==> src/rtl/cpu_types_pkg.sv <==
// cpu_types: shared decode/issue types and system-level queue depth.
package cpu_types;
    typedef enum logic [2:0] {
        OP_NOP, OP_ADD, OP_SUB, OP_AND, OP_OR, OP_LD, OP_ST, OP_BR
    } opcode_t;
    typedef struct packed {
        opcode_t     op;
        logic [4:0]  rd;
        logic [4:0]  rs1;
        logic [4:0]  rs2;
        logic [15:0] seq;
    } task_t;
    localparam int IQ_DEPTH = 8;
endpackage

==> src/rtl/task_issue_queue_if.sv <==
// task_issue_queue_if: decode-side enqueue and dispatch-side dequeue signals of the issue queue.
interface task_issue_queue_if
    import cpu_types::*;
#(
    parameter int DEPTH = IQ_DEPTH
);
    localparam int PTR_W = $clog2(DEPTH);
    logic             flush;
    logic             in_valid_0;
    logic             in_valid_1;
    task_t            task_in_0;
    task_t            task_in_1;
    logic             in_ready;
    logic             out_valid_0;
    logic             out_valid_1;
    task_t            task_out_0;
    task_t            task_out_1;
    logic             deq_0;
    logic             deq_1;
    logic [PTR_W:0]   count;
    logic             empty;
    logic             full;
    modport master (
        output flush, in_valid_0, in_valid_1, task_in_0, task_in_1, deq_0, deq_1,
        input  in_ready, out_valid_0, out_valid_1, task_out_0, task_out_1, count, empty, full
    );
    modport slave (
        input  flush, in_valid_0, in_valid_1, task_in_0, task_in_1, deq_0, deq_1,
        output in_ready, out_valid_0, out_valid_1, task_out_0, task_out_1, count, empty, full
    );
endinterface

==> src/rtl/task_issue_queue_ram.sv <==
// task_ram_2w2r: DEPTH x task_t storage, two synchronous write ports, two asynchronous read ports.
module task_ram_2w2r
    import cpu_types::*;
#(
    parameter int DEPTH = IQ_DEPTH,
    localparam int PTR_W = $clog2(DEPTH)
) (
    input  logic             clk,
    input  logic             we_0,
    input  logic [PTR_W-1:0] wa_0,
    input  task_t            wd_0,
    input  logic             we_1,
    input  logic [PTR_W-1:0] wa_1,
    input  task_t            wd_1,
    input  logic [PTR_W-1:0] ra_0,
    output task_t            rd_0,
    input  logic [PTR_W-1:0] ra_1,
    output task_t            rd_1
);
    task_t mem [DEPTH];
    // Write addresses are always distinct (tail and tail+1), so port order does not matter.
    always_ff @(posedge clk) begin
        if (we_0) mem[wa_0] <= wd_0;
        if (we_1) mem[wa_1] <= wd_1;
    end
    assign rd_0 = mem[ra_0];
    assign rd_1 = mem[ra_1];
endmodule

==> src/rtl/task_issue_queue.sv <==
// task_issue_queue: in-order 2-wide issue FIFO; enqueues up to two decoded tasks and
// presents the two oldest to the dispatcher, which pops 0, 1 or 2 per cycle.
module task_issue_queue
    import cpu_types::*;
#(
    parameter int DEPTH = IQ_DEPTH,
    localparam int PTR_W = $clog2(DEPTH)
) (
    input logic               clk,
    input logic               rst_n,
    task_issue_queue_if.slave q
);
    logic [PTR_W-1:0] head;
    logic [PTR_W-1:0] tail;
    logic [PTR_W:0]   count;
    logic [1:0]       n_enq;
    logic [1:0]       n_deq;
    logic             we_0;
    logic             we_1;
    logic             take_0;
    logic             take_1;
    task_t            rd_0;
    task_t            rd_1;

    // Occupancy flags come from the registered count only, so in_ready has no path from inputs.
    assign q.count       = count;
    assign q.empty       = count == '0;
    assign q.full        = count == (PTR_W+1)'(DEPTH);
    assign q.in_ready    = count <= (PTR_W+1)'(DEPTH - 2);
    assign q.out_valid_0 = count != '0;
    assign q.out_valid_1 = count >= (PTR_W+1)'(2);
    assign q.task_out_0  = q.out_valid_0 ? rd_0 : '0;
    assign q.task_out_1  = q.out_valid_1 ? rd_1 : '0;

    always_comb begin
        we_0   = q.in_ready & ~q.flush & (q.in_valid_0 | q.in_valid_1);
        we_1   = q.in_ready & ~q.flush & q.in_valid_0 & q.in_valid_1;
        take_0 = q.deq_0 & q.out_valid_0;
        take_1 = take_0 & q.deq_1 & q.out_valid_1;
        n_enq  = {1'b0, we_0} + {1'b0, we_1};
        n_deq  = {1'b0, take_0} + {1'b0, take_1};
    end

    always_ff @(posedge clk or negedge rst_n) begin
        if (!rst_n) begin
            head  <= '0;
            tail  <= '0;
            count <= '0;
        end else if (q.flush) begin
            head  <= '0;
            tail  <= '0;
            count <= '0;
        end else begin
            head  <= head + PTR_W'(n_deq);
            tail  <= tail + PTR_W'(n_enq);
            count <= count + (PTR_W+1)'(n_enq) - (PTR_W+1)'(n_deq);
        end
    end

    // A lone in_valid_1 lands at tail so no hole is left behind.
    task_ram_2w2r #(.DEPTH(DEPTH)) u_ram (
        .clk  (clk),
        .we_0 (we_0),
        .wa_0 (tail),
        .wd_0 (q.in_valid_0 ? q.task_in_0 : q.task_in_1),
        .we_1 (we_1),
        .wa_1 (tail + PTR_W'(1)),
        .wd_1 (q.task_in_1),
        .ra_0 (head),
        .rd_0 (rd_0),
        .ra_1 (head + PTR_W'(1)),
        .rd_1 (rd_1)
    );
endmodule
==> src/flat_wrapper.sv <==
// flat-port wrapper written by rule: the top's interface ports become plain ports
module task_issue_queue_flat import cpu_types::*;
#(
    parameter int DEPTH = IQ_DEPTH,
    localparam int PTR_W = $clog2(DEPTH)
)
  (clk, rst_n, q_flush, q_in_valid_0, q_in_valid_1, q_task_in_0, q_task_in_1, q_deq_0, q_deq_1, q_in_ready, q_out_valid_0, q_out_valid_1, q_task_out_0, q_task_out_1, q_count, q_empty, q_full);
  task_issue_queue_if #(.DEPTH(DEPTH)) q_i ();
  input logic clk;
  input logic rst_n;
  input wire logic [$bits(q_i.flush)-1:0] q_flush;
  input wire logic [$bits(q_i.in_valid_0)-1:0] q_in_valid_0;
  input wire logic [$bits(q_i.in_valid_1)-1:0] q_in_valid_1;
  input wire logic [$bits(q_i.task_in_0)-1:0] q_task_in_0;
  input wire logic [$bits(q_i.task_in_1)-1:0] q_task_in_1;
  input wire logic [$bits(q_i.deq_0)-1:0] q_deq_0;
  input wire logic [$bits(q_i.deq_1)-1:0] q_deq_1;
  output wire logic [$bits(q_i.in_ready)-1:0] q_in_ready;
  output wire logic [$bits(q_i.out_valid_0)-1:0] q_out_valid_0;
  output wire logic [$bits(q_i.out_valid_1)-1:0] q_out_valid_1;
  output wire logic [$bits(q_i.task_out_0)-1:0] q_task_out_0;
  output wire logic [$bits(q_i.task_out_1)-1:0] q_task_out_1;
  output wire logic [$bits(q_i.count)-1:0] q_count;
  output wire logic [$bits(q_i.empty)-1:0] q_empty;
  output wire logic [$bits(q_i.full)-1:0] q_full;
  assign q_i.flush = q_flush;
  assign q_i.in_valid_0 = q_in_valid_0;
  assign q_i.in_valid_1 = q_in_valid_1;
  assign q_i.task_in_0 = q_task_in_0;
  assign q_i.task_in_1 = q_task_in_1;
  assign q_i.deq_0 = q_deq_0;
  assign q_i.deq_1 = q_deq_1;
  assign q_in_ready = q_i.in_ready;
  assign q_out_valid_0 = q_i.out_valid_0;
  assign q_out_valid_1 = q_i.out_valid_1;
  assign q_task_out_0 = q_i.task_out_0;
  assign q_task_out_1 = q_i.task_out_1;
  assign q_count = q_i.count;
  assign q_empty = q_i.empty;
  assign q_full = q_i.full;
  task_issue_queue #(.DEPTH(DEPTH)) u_core (.clk(clk), .rst_n(rst_n), .q(q_i));
endmodule
==> config.mk <==
export PLATFORM = sky130hd
export DESIGN_NAME = task_issue_queue_flat
export DESIGN_NICKNAME = d
export VERILOG_FILES = /design/src/rtl/cpu_types_pkg.sv /design/src/rtl/task_issue_queue_if.sv /design/src/rtl/task_issue_queue_ram.sv /design/src/rtl/task_issue_queue.sv /design/src/flat_wrapper.sv
export SDC_FILE = /design/constraint.sdc
export NUM_CORES = 1
export LEC_CHECK = 0
export CAP_MARGIN = 20
export CORE_MARGIN = 2
export CORE_UTILIZATION = 25
export DETAILED_ROUTE_END_ITERATION = 8
export PLACE_DENSITY = 0.41
export SYNTH_ARGS = -nofsm -noshare
export SYNTH_HDL_FRONTEND = slang
export SYNTH_SLANG_ARGS = --single-unit
==> constraint.sdc <==
create_clock -name clk -period 9.84 [get_ports clk]
set_input_delay 1.968 -clock clk [delete_from_list [all_inputs] [get_ports clk]]
set_output_delay 1.968 -clock clk [all_outputs]
set_load 0.03 [all_outputs]
Word-level counts from Yosys, hierarchy flattened. Memories as Yosys holds them, arrays and structs flattened. Cells that the tools add are included. Widths: inputs -> output; s select.

Register bits after elaboration: 10. Bits in writable memories: 272. Word-level logic and storage cells: 36. Memories kept: 1.

Memory list: u_core.u_ram.mem (words 8, width 34, read ports 2, clocked after memory_dff 0, write ports 2, line task_issue_queue_ram.sv:20) `task_t mem [DEPTH];`.

Add/sub/neg operators: 8. $lt $le $gt $ge: 2. Equality and inequality tests: 1. Mux-type cells: 10. Bitwise logic cells: 9. Reductions and logical operators: 2.

Operators by type and width (number): $mux 34 (3); $and 1x1->1 (7); $add 3x1->3 const B (2); $add 3x2->3 (2); $mux 3 (2); $add 1x1->2 (2); $add 4x2->4 (1); $eq 4x4->1 const B (1); $ge 4x2->1 const B (1); $le 4x3->1 const B (1); $logic_not 4->1 (1); $mux 1 (4); $mux 4 (1); $reduce_bool 4->1 (1); $sub 4x2->4 (1); $not 1->1 (1); $or 1x1->1 (1).

Logic depth before layout (Yosys ltp). Gate-level depths: netlist of the first run.

Word-level depth: 8. Mapped depth: 15.

Hierarchy. A second synthesis of the first run with hierarchy kept.

Cell total of the unflattened synthesis: 1028. Area total of the unflattened synthesis: 17514.3 um2.

Modules (own cells, without submodules): task_ram_2w2r (times used 1, cells an instance 842, area an instance 15886.5 um2, sequential area each 8167.8 um2); task_issue_queue (times used 1, cells an instance 186, area an instance 1627.8 um2, sequential area each 250.2 um2).

Worst setup path after synthesis of the first run. OpenSTA, ideal clock, no wires.

Kind: input to register. Start point: input port q_in_valid_0. End point: memory u_core.u_ram.mem[7][0] (netlist name) (enable). Library setup time: 0.425 ns. Arrival time: 4.030 ns. Required time: 9.415 ns. Setup slack: 5.385 ns. Stages on the path: 5. Buffers on the path: 1. Cell sequence: buf_2 > nor2_1 > nor2b_1 > a32oi_1 > nor2_1.

RTL lines: from (decl) (line flat_wrapper.sv:12) `input wire logic [$bits(q_i.in_valid_0)-1:0] q_in_valid_0;`; to (decl) (line task_issue_queue_ram.sv:20).

Worst setup path after layout of the first run.
Start point: register u_core.head[0]. End point: output port q_task_out_1[27].

Longest elaborated chain between the ends: 3.

RTL lines: from (decl) (line task_issue_queue.sv:13) `logic [PTR_W-1:0] head;`; from (signal assigned) (line task_issue_queue.sv:54) `head <= head + PTR_W'(n_deq);`; $add 3x1->3 (line task_issue_queue.sv:71) `.ra_1 (head + PTR_W'(1)),`; $mem_v2 8x34; $mux 34 (line task_issue_queue.sv:33) `assign q.task_out_1 = q.out_valid_1 ? rd_1 : '0;`; to (decl) (line flat_wrapper.sv:22) `output wire logic [$bits(q_i.task_out_1)-1:0] q_task_out_1;`.

No other way between the ends.

==> impl_results.md, run 1 <==
- Pre-CTS WS: roughly 4.0 ns
- Worst-path clk slew: 0.05 ns
- Via count: roughly 10,000
- Synth Warn #: 0
- Hold crit path type: flop to flop
- Routed Wire Length: 56.66 mm
- Row count: between 90 and 100
- Max-Slew Margin vs Limit: between 20 and 30%
- Synth area leader: edfxtp_1
- Post-Syn Instances: 1,049
- Ys async rst share: between 3 and 4%
- Required @ worst endpoint: roughly 8 ns
- Die footprint: a little over 70,000 sq um
- Final slew viol count: 0
- Share of cells above drive strength 1: between 40% and 50%
- Clock Skew: about 0.016 ns
- First-pass GRT wire length: 81.12 mm
- Hold Fails Final Rpt: 0
- Reg-to-reg slack, setup: 6.09 ns
- Worst-margin pin slew: between 1 and 1.5 ns
- Antenna violations before repair: 0
- Worst setup margin: between 3 and 4 ns
- Area of the core: between 60,000 and 70,000 sq um
- Gr ovfl total: 0
- Crit path cell chain: ha_4 -> buf_16 -> buf_4 -> mux4_2 -> nand3_1 -> nand2_1 -> clkdlybuf4s50_1
- Number of global-route vias before repair: 11,140
- EDFF count, synth: ~270
- Clk root buf: clkbuf_16
- Post-synth top area share: 47.42%
- IO Port Bufs: between 150 and 200
- Synthesized Nets: roughly 1,100
- 1st-iter DRT viols: between 600 and 700
- CTS tree: done
- First drt pass iteration count: 5
- Sequential share of the synthesized area: 48.87%
- Status: complete, no violations
- Hold_buf cts: 0
- CP startpoint kind: flop
- Pwr Density: about 270 nW/um^2
- Placement Cell Area: a little under 20,000 sq um
- Number of CTS-inserted buffers: 37
- Crit path DAT: approximately 4.3 ns
- Lkg Pwr: about 6.8 nW
- Setup violations, final: 0
- Area contributors post-synth: edfxtp_1 47%, mux4_2 18%, mux2_2 15%
- # resized after CTS: 0
- Cell Area, Synth: 17,230 sq um
- Final #Nets: roughly 1,300
- Post-DRT Antenna Nets: 0
- Total negative setup slack: 0 ns
- Layout Area Growth over Synthesis: 21.38%
- Final Cell Area: 20,910 sq um
- Post-synthesis register bit count: between 200 and 300
- Largest net degree at the start of global routing: between 70 and 80
- Post-detail-place hpwl: 31.82 mm
- Total track usage: between 15 and 20%
- Max_cap viols: 0
- Crit-path max cell delay: ~0.72 ns
- Slowest CP cell: dfrtp_4
- Number of clock sinks: between 200 and 300
- CP Class: flop to output port
- Synth cell types: 38
- Initial core utilization: between 20% and 30%
- Power, Total: roughly 5.7 mW
- I/O pin count: roughly 150
- Syn Area/Cell: 16.42 sq um
- Bufs on Longest Clock Path: 3
- Unrepaired setup endpoints after global routing: false
- DRC viols: 0
- H-tree depth: 2
- DR vias/cell: between 5 and 6
- CP Capture Type: output port
- # Post-CTS Setup Buffers: 0
- CP Max Fanout: 38
- Fin crit period: between 6 and 7 ns
- VDD IR max: about 0.00015 V
- Wire per inst: about 27 um
- Die Wd: about 270 um
- Die Span Y: 266.5 um
- Clock Latency Late Sink: roughly 0.55 ns
- Fin crit share: 63.42%
- Highest clock rate: roughly 160 MHz
- Synth Flop Type: edfxtp_1
- Final GP Congestion: approximately 0.70
==> state kept, by name, summed over array words and instances (netlist names) <==
signal / flops
u_core.q.count: 4
u_core.head: 3
u_core.tail: 3
u_core.u_ram.mem: 272
==> Yosys cell counts, types with 2 or more instances <==
master and count:
xor2_1 2, buf_4 12, clkbuf_1 35, a22o_1 34, dfrtp_1 10, a22oi_1 4, edfxtp_1 272, mux2_4 60
and3_1 2, nand2b_1 2, nand2_1 36, xnor2_1 5, a32oi_1 2, nor4_4 2, fa_1 4, inv_1 13
buf_6 10, mux2_1 9, a2bb2oi_1 2, nand3_1 69, nor2_1 24, buf_1 2, mux4_2 136, nor2b_1 11
mux2_2 237, ha_1 13, nor3_4 4, buf_2 27
==> final timing paths <==
check	from	to	depth (start not counted)
worst min register to register	u_core.tail[2]	u_core.tail[2]	2
worst max-delay path	u_core.head[0]	q_task_out_1[27]	7
max in group asynchronous	rst_n	u_core.head[1]	1
worst max register to register	u_core.q.count[3]	u_core.q.count[3]	14
min in group asynchronous	rst_n	u_core.q.count[1]	1
worst min-delay path	u_core.tail[2]	u_core.tail[2]	2
==> kinds of logic (layout without fill, tap and decap cells) <==
logic type	count (synthesis)	after routing	synth area share, %
AO/OA/AOI/OAI	46	46	2.346
XOR/XNOR	8	8	0.4504
adder cells (fa/ha/maj)	17	17	1.409
buffers and inverters	99	257	3.051
flip-flops	282	282	48.87
multiplexers	442	442	39.09
other	0	1	0
AND/OR/NAND/NOR	155	155	4.780
==> where the power goes <==
part | internal [mW] | total [mW] | leakage (nW) | switching [mW]
logic | 1.26 | 2.82 | 3.64 | 1.56
registers | 1.43 | 1.54 | 2.59 | 0.106
clock network | 0.799 | 1.33 | 0.567 | 0.534
==> routing by layer <==
layer	up-vias	wire length, um	track usage (%)
met5	-	0	0
met4	0	742	2.991
met3	49	2389	2.639
met2	247	27740	26.75
met1	5635	25780	21.87
li1	4551	-	-
==> per-stage QoR <==
stage,std cells,hold slack (ns),utilization (%)
after global routing,2089,0.7145,30.59
final,2090,0.6792,30.59
after CTS,2088,0.6872,30.56
after global placement,2022,0.6639,28.80
after detailed placement,2024,0.6675,28.86
after floorplan,1049,0.6083,-
==> cells in the final DEF, fill, tap and decap left out, types with 6 or more instances in the layout <==
cell type,instances
clkbuf_16,39
ha_1,12
nand2_1,36
nand3_1,69
nor2b_1,10
edfxtp_1,272
nor2_1,15
clkdlybuf4s50_1,150
mux2_2,237
nor2_4,9
mux4_2,136
clkbuf_1,9
dfrtp_1,8
inv_1,13
a22o_1,34
clkinv_1,6
mux2_1,9
mux2_4,60
buf_4,26
==> worst max-delay path: cells and delay by family, from the launching register on <==
| family | cells | cell delay, ns |
|---|---|---|
| buf+inv | 3 | 1.46 |
| flops | 1 | 0.72 |
| fa+ha+maj | 1 | 0.67 |
| mux | 1 | 0.58 |
| simple gates | 2 | 0.25 |
==> cell type report <==
| cell class | instances | area, sq um |
|---|---|---|
| inverters | 13 | 48.80 |
| well taps | 882 | 1104 |
| clock buffers | 48 | 1010 |
| multi-input cells | 668 | 8404 |
| flip-flops and latches | 282 | 8426 |
| clock inverters | 16 | 153.9 |
| repair buffers | 180 | 1760 |
| diodes | 1 | 2.502 |
| fillers | 6677 | 47440 |
(Power assumes the default switching activity.)
==> run 2, diff against run 1 <==
PLACE_DENSITY = 0.42   (was 0.41)
clock period = 5.66 ns   (was 9.84 ns; I/O delays follow)
==> run 2 against run 1 <==
Net effect: critical path depth decreased by 1; clock-buffer cell count decreased by 3; via count decreased by 0.40%; global-route usage decreased by 0.28 points; combinational power increased by 76%; clock skew decreased by 0.00068 ns; critical path type unchanged; largest cell class unchanged.
==> impl_results.md, run 2 (synthesis gave the netlist of run 1 again) <==
- Status: complete, no violations
- Clk pwr share: 24.3% (+0.9 points)
- Family with the most delay on the worst path: buffers and inverters
- Number of global-route vias before repair: 11,420 (+2.5%)
- First drt pass iteration count: 5 (unchanged)
- VDD IR max: 0.0003854 V (+150%)
- Share of cells above drive strength 1: 45.11% (+0.37 points)
- R2r worst-path depth: 14 (unchanged)
- DRC viols: 0 (unchanged)
- Worst-margin pin slew: 1.061 ns (-0.02645 ns)
- # fillers: 6,700 (+0.34%)
- CP startpoint kind: flop
- Row count: 96 (unchanged)
- Unrepaired setup endpoints after global routing: false
- Worst setup margin: 0.8323 ns (-2.767 ns)
- Largest registers: u_core.u_ram.mem x272, u_core.q.count x4
- CP Capture Type: output port
- Total negative setup slack: 0 ns (unchanged)
- Wire per inst: 26.36 um (-2.7%)
- Area of the core: 68,350 sq um (unchanged)
- P_int: 6.149 mW (+76%)
- Pwr Density: 474.3 nW/um^2 (+74%)
- Most common cell after layout, fill and taps aside: edfxtp_1
- Post-DRT Antenna Nets: 0 (unchanged)
- Fin crit period: between 4 and 5 ns
- Initial core utilization: 25.20% (unchanged)
- Clock Latency Late Sink: 0.57 ns (+0.02 ns)
- Hold path cells: 2 (unchanged)
- Hold crit path type: flop to flop
- CP bufs+invs: 2 (-1)
- Critical Path Stages: 6 (-1)
- First-pass GRT wire length: 80.72 mm (-0.48%)
- Sequential share of power: 26.1% (-1.0 points)
- Biggest register: u_core.u_ram.mem
- Pre-CTS WS: 1.323 ns (-2.719 ns)
- H-tree depth: 2 (unchanged)
- Worst-path clk slew: 0.05 ns (about the same)
- Number of CTS-inserted buffers: 38 (+2.7%)
- Post-detail-place hpwl: 33.14 mm (+4.2%)
- Final GP Congestion: 0.7199 (+2.4%)
- Die Wd: 266.5 um (unchanged)
- Highest clock rate: approximately 210 MHz
- Number of flip-flops in the largest register: 272 (unchanged)
- I/O pin count: 152 (unchanged)
- Crit path DAT: 3.70 ns (-0.57 ns)
- IO Port Bufs: 151 (unchanged)
- Gr ovfl total: 0 (unchanged)
- Max_cap viols: 0 (unchanged)
- Clock Skew: 0.01557 ns (-0.0006779 ns)
- Comb pwr share: 49.6% (about the same)
- Switching Share: 38.44% (-0.22 points)
- DR vias/cell: 4.974 (-0.83%)
- Largest net degree at the start of global routing: 138 (+92%)
- CP Class: flop to output port
- Layout Area Growth over Synthesis: 22.28%
- Antenna violations before repair: 0 (unchanged)
- 1st-iter DRT viols: 820 (+27%)
- Die footprint: 71,020 sq um (unchanged)
- Hold Fails Final Rpt: 0 (unchanged)
- # Post-CTS Setup Buffers: 0 (unchanged)
- Slowest CP cell: ha_4
- Crit-path max cell delay: 0.81 ns (+0.09 ns)
- # resized after CTS: 0 (unchanged)
- N_diodes: 0 (-1)
- Lkg Pwr: 6.868 nW (+1.0%)
- Die Span Y: 266.5 um (unchanged)
- Clk root buf: clkbuf_16
- Setup violations, final: 0 (unchanged)
- Required @ worst endpoint: 4.53 ns (-3.34 ns)
- Commonest non-fill, non-tap cells in the layout: 272 x edfxtp_1, 237 x mux2_2, 150 x clkdlybuf4s50_1
- Final slew viol count: 0 (unchanged)
- Number of clock sinks: 282 (unchanged)
- Total track usage: 15.70% (-0.28 points)
- Hold_buf cts: 0 (unchanged)
- Routed Wire Length: 55.34 mm (-2.3%)
- Bufs on Longest Clock Path: 3 (unchanged)
- CP Max Fanout: 30 (-21%)
- Fin crit share: a little under nine tenths
- Net switching power: 3.840 mW (+75%)
- CTS tree: done
- Max-Slew Margin vs Limit: 29.24% (+2.1 points)
- Power, Total: 9.989 mW (+76%)
- Via count: 10,440 (-0.40%)
- Final #Nets: 1,279 (+0.39%)
- Crit path cell chain: ha_4 -> buf_12 -> mux4_2 -> nand3_1 -> nand2_1 -> clkdlybuf4s50_1
## run 2: cell count changes in the layout (fill, tap and decap cells not counted), sizes merged
cell      previous run  this run
bufinv               3         4
diode                1         0
buf                 30        34
clkinv              11        19
inv                 14        13
clkbuf              48        45
clkinvlp             1         2
## run 2: routing by layer
metal	global-route usage [%]	share of wire, %
met3	2.657	4.4
met5	0	0
met4	3.067	1.4
met1	20.30	43
met2	27.59	51
## run 2: cell type report
type                    count  area (sq um)  share of cell area [%]
well taps                 882          1104                   5.239
clock inverters            25         240.2                   1.141
repair buffers            184          1842                   8.744
inverters                  13         48.80                  0.2317
multi-input cells         668          8404                   39.90
flip-flops and latches    282          8426                   40.00
clock buffers              45         998.5                   4.740
## run 2: final timing paths
path	startpoint	to	slack, ns
max	u_core.head[1]	q_task_out_1[27]	0.83
min	u_core.tail[2]	u_core.tail[2]	0.71
max reg2reg	u_core.q.count[3]	u_core.q.count[3]	2.13
min reg2reg	u_core.tail[2]	u_core.tail[2]	0.71
max in group asynchronous	rst_n	u_core.head[1]	4.36
min in group asynchronous	rst_n	u_core.q.count[2]	0.92
## run 2: tightest hold or removal path: cells and delay by family, from the launching register on
kind / cells / cell delay [ns]
xor gates and xnor gates: 1 / 0.11
DFF: 1 / 0.48
and+or+nand+nor: 1 / 0.08
## run 2: power groups by stage
stage               sequential [mW]  clock, mW  combinational, mW
CTS                            2.61       2.49               5.07
finish                         2.61       2.43               4.96
global placement               2.65          0               5.04
detailed placement             2.65          0               5.05
global route                   2.62       2.56               5.29
floorplan                      2.60          0               3.23
## run 2: stage by stage
| step | hold slack (ns) | instance area [sq um] | cells | util [%] |
|---|---|---|---|---|
| final | 0.7054 | 21060 | 2099 | 30.82 |
| after global routing | 0.7787 | 21060 | 2099 | 30.82 |
| after CTS | 0.7038 | 21060 | 2099 | 30.82 |
| after detailed placement | 0.6884 | 19820 | 2029 | 29.01 |
| after global placement | 0.6808 | 19820 | 2029 | 29.01 |
| after floorplan | 0.6083 | 17230 | 1049 | - |
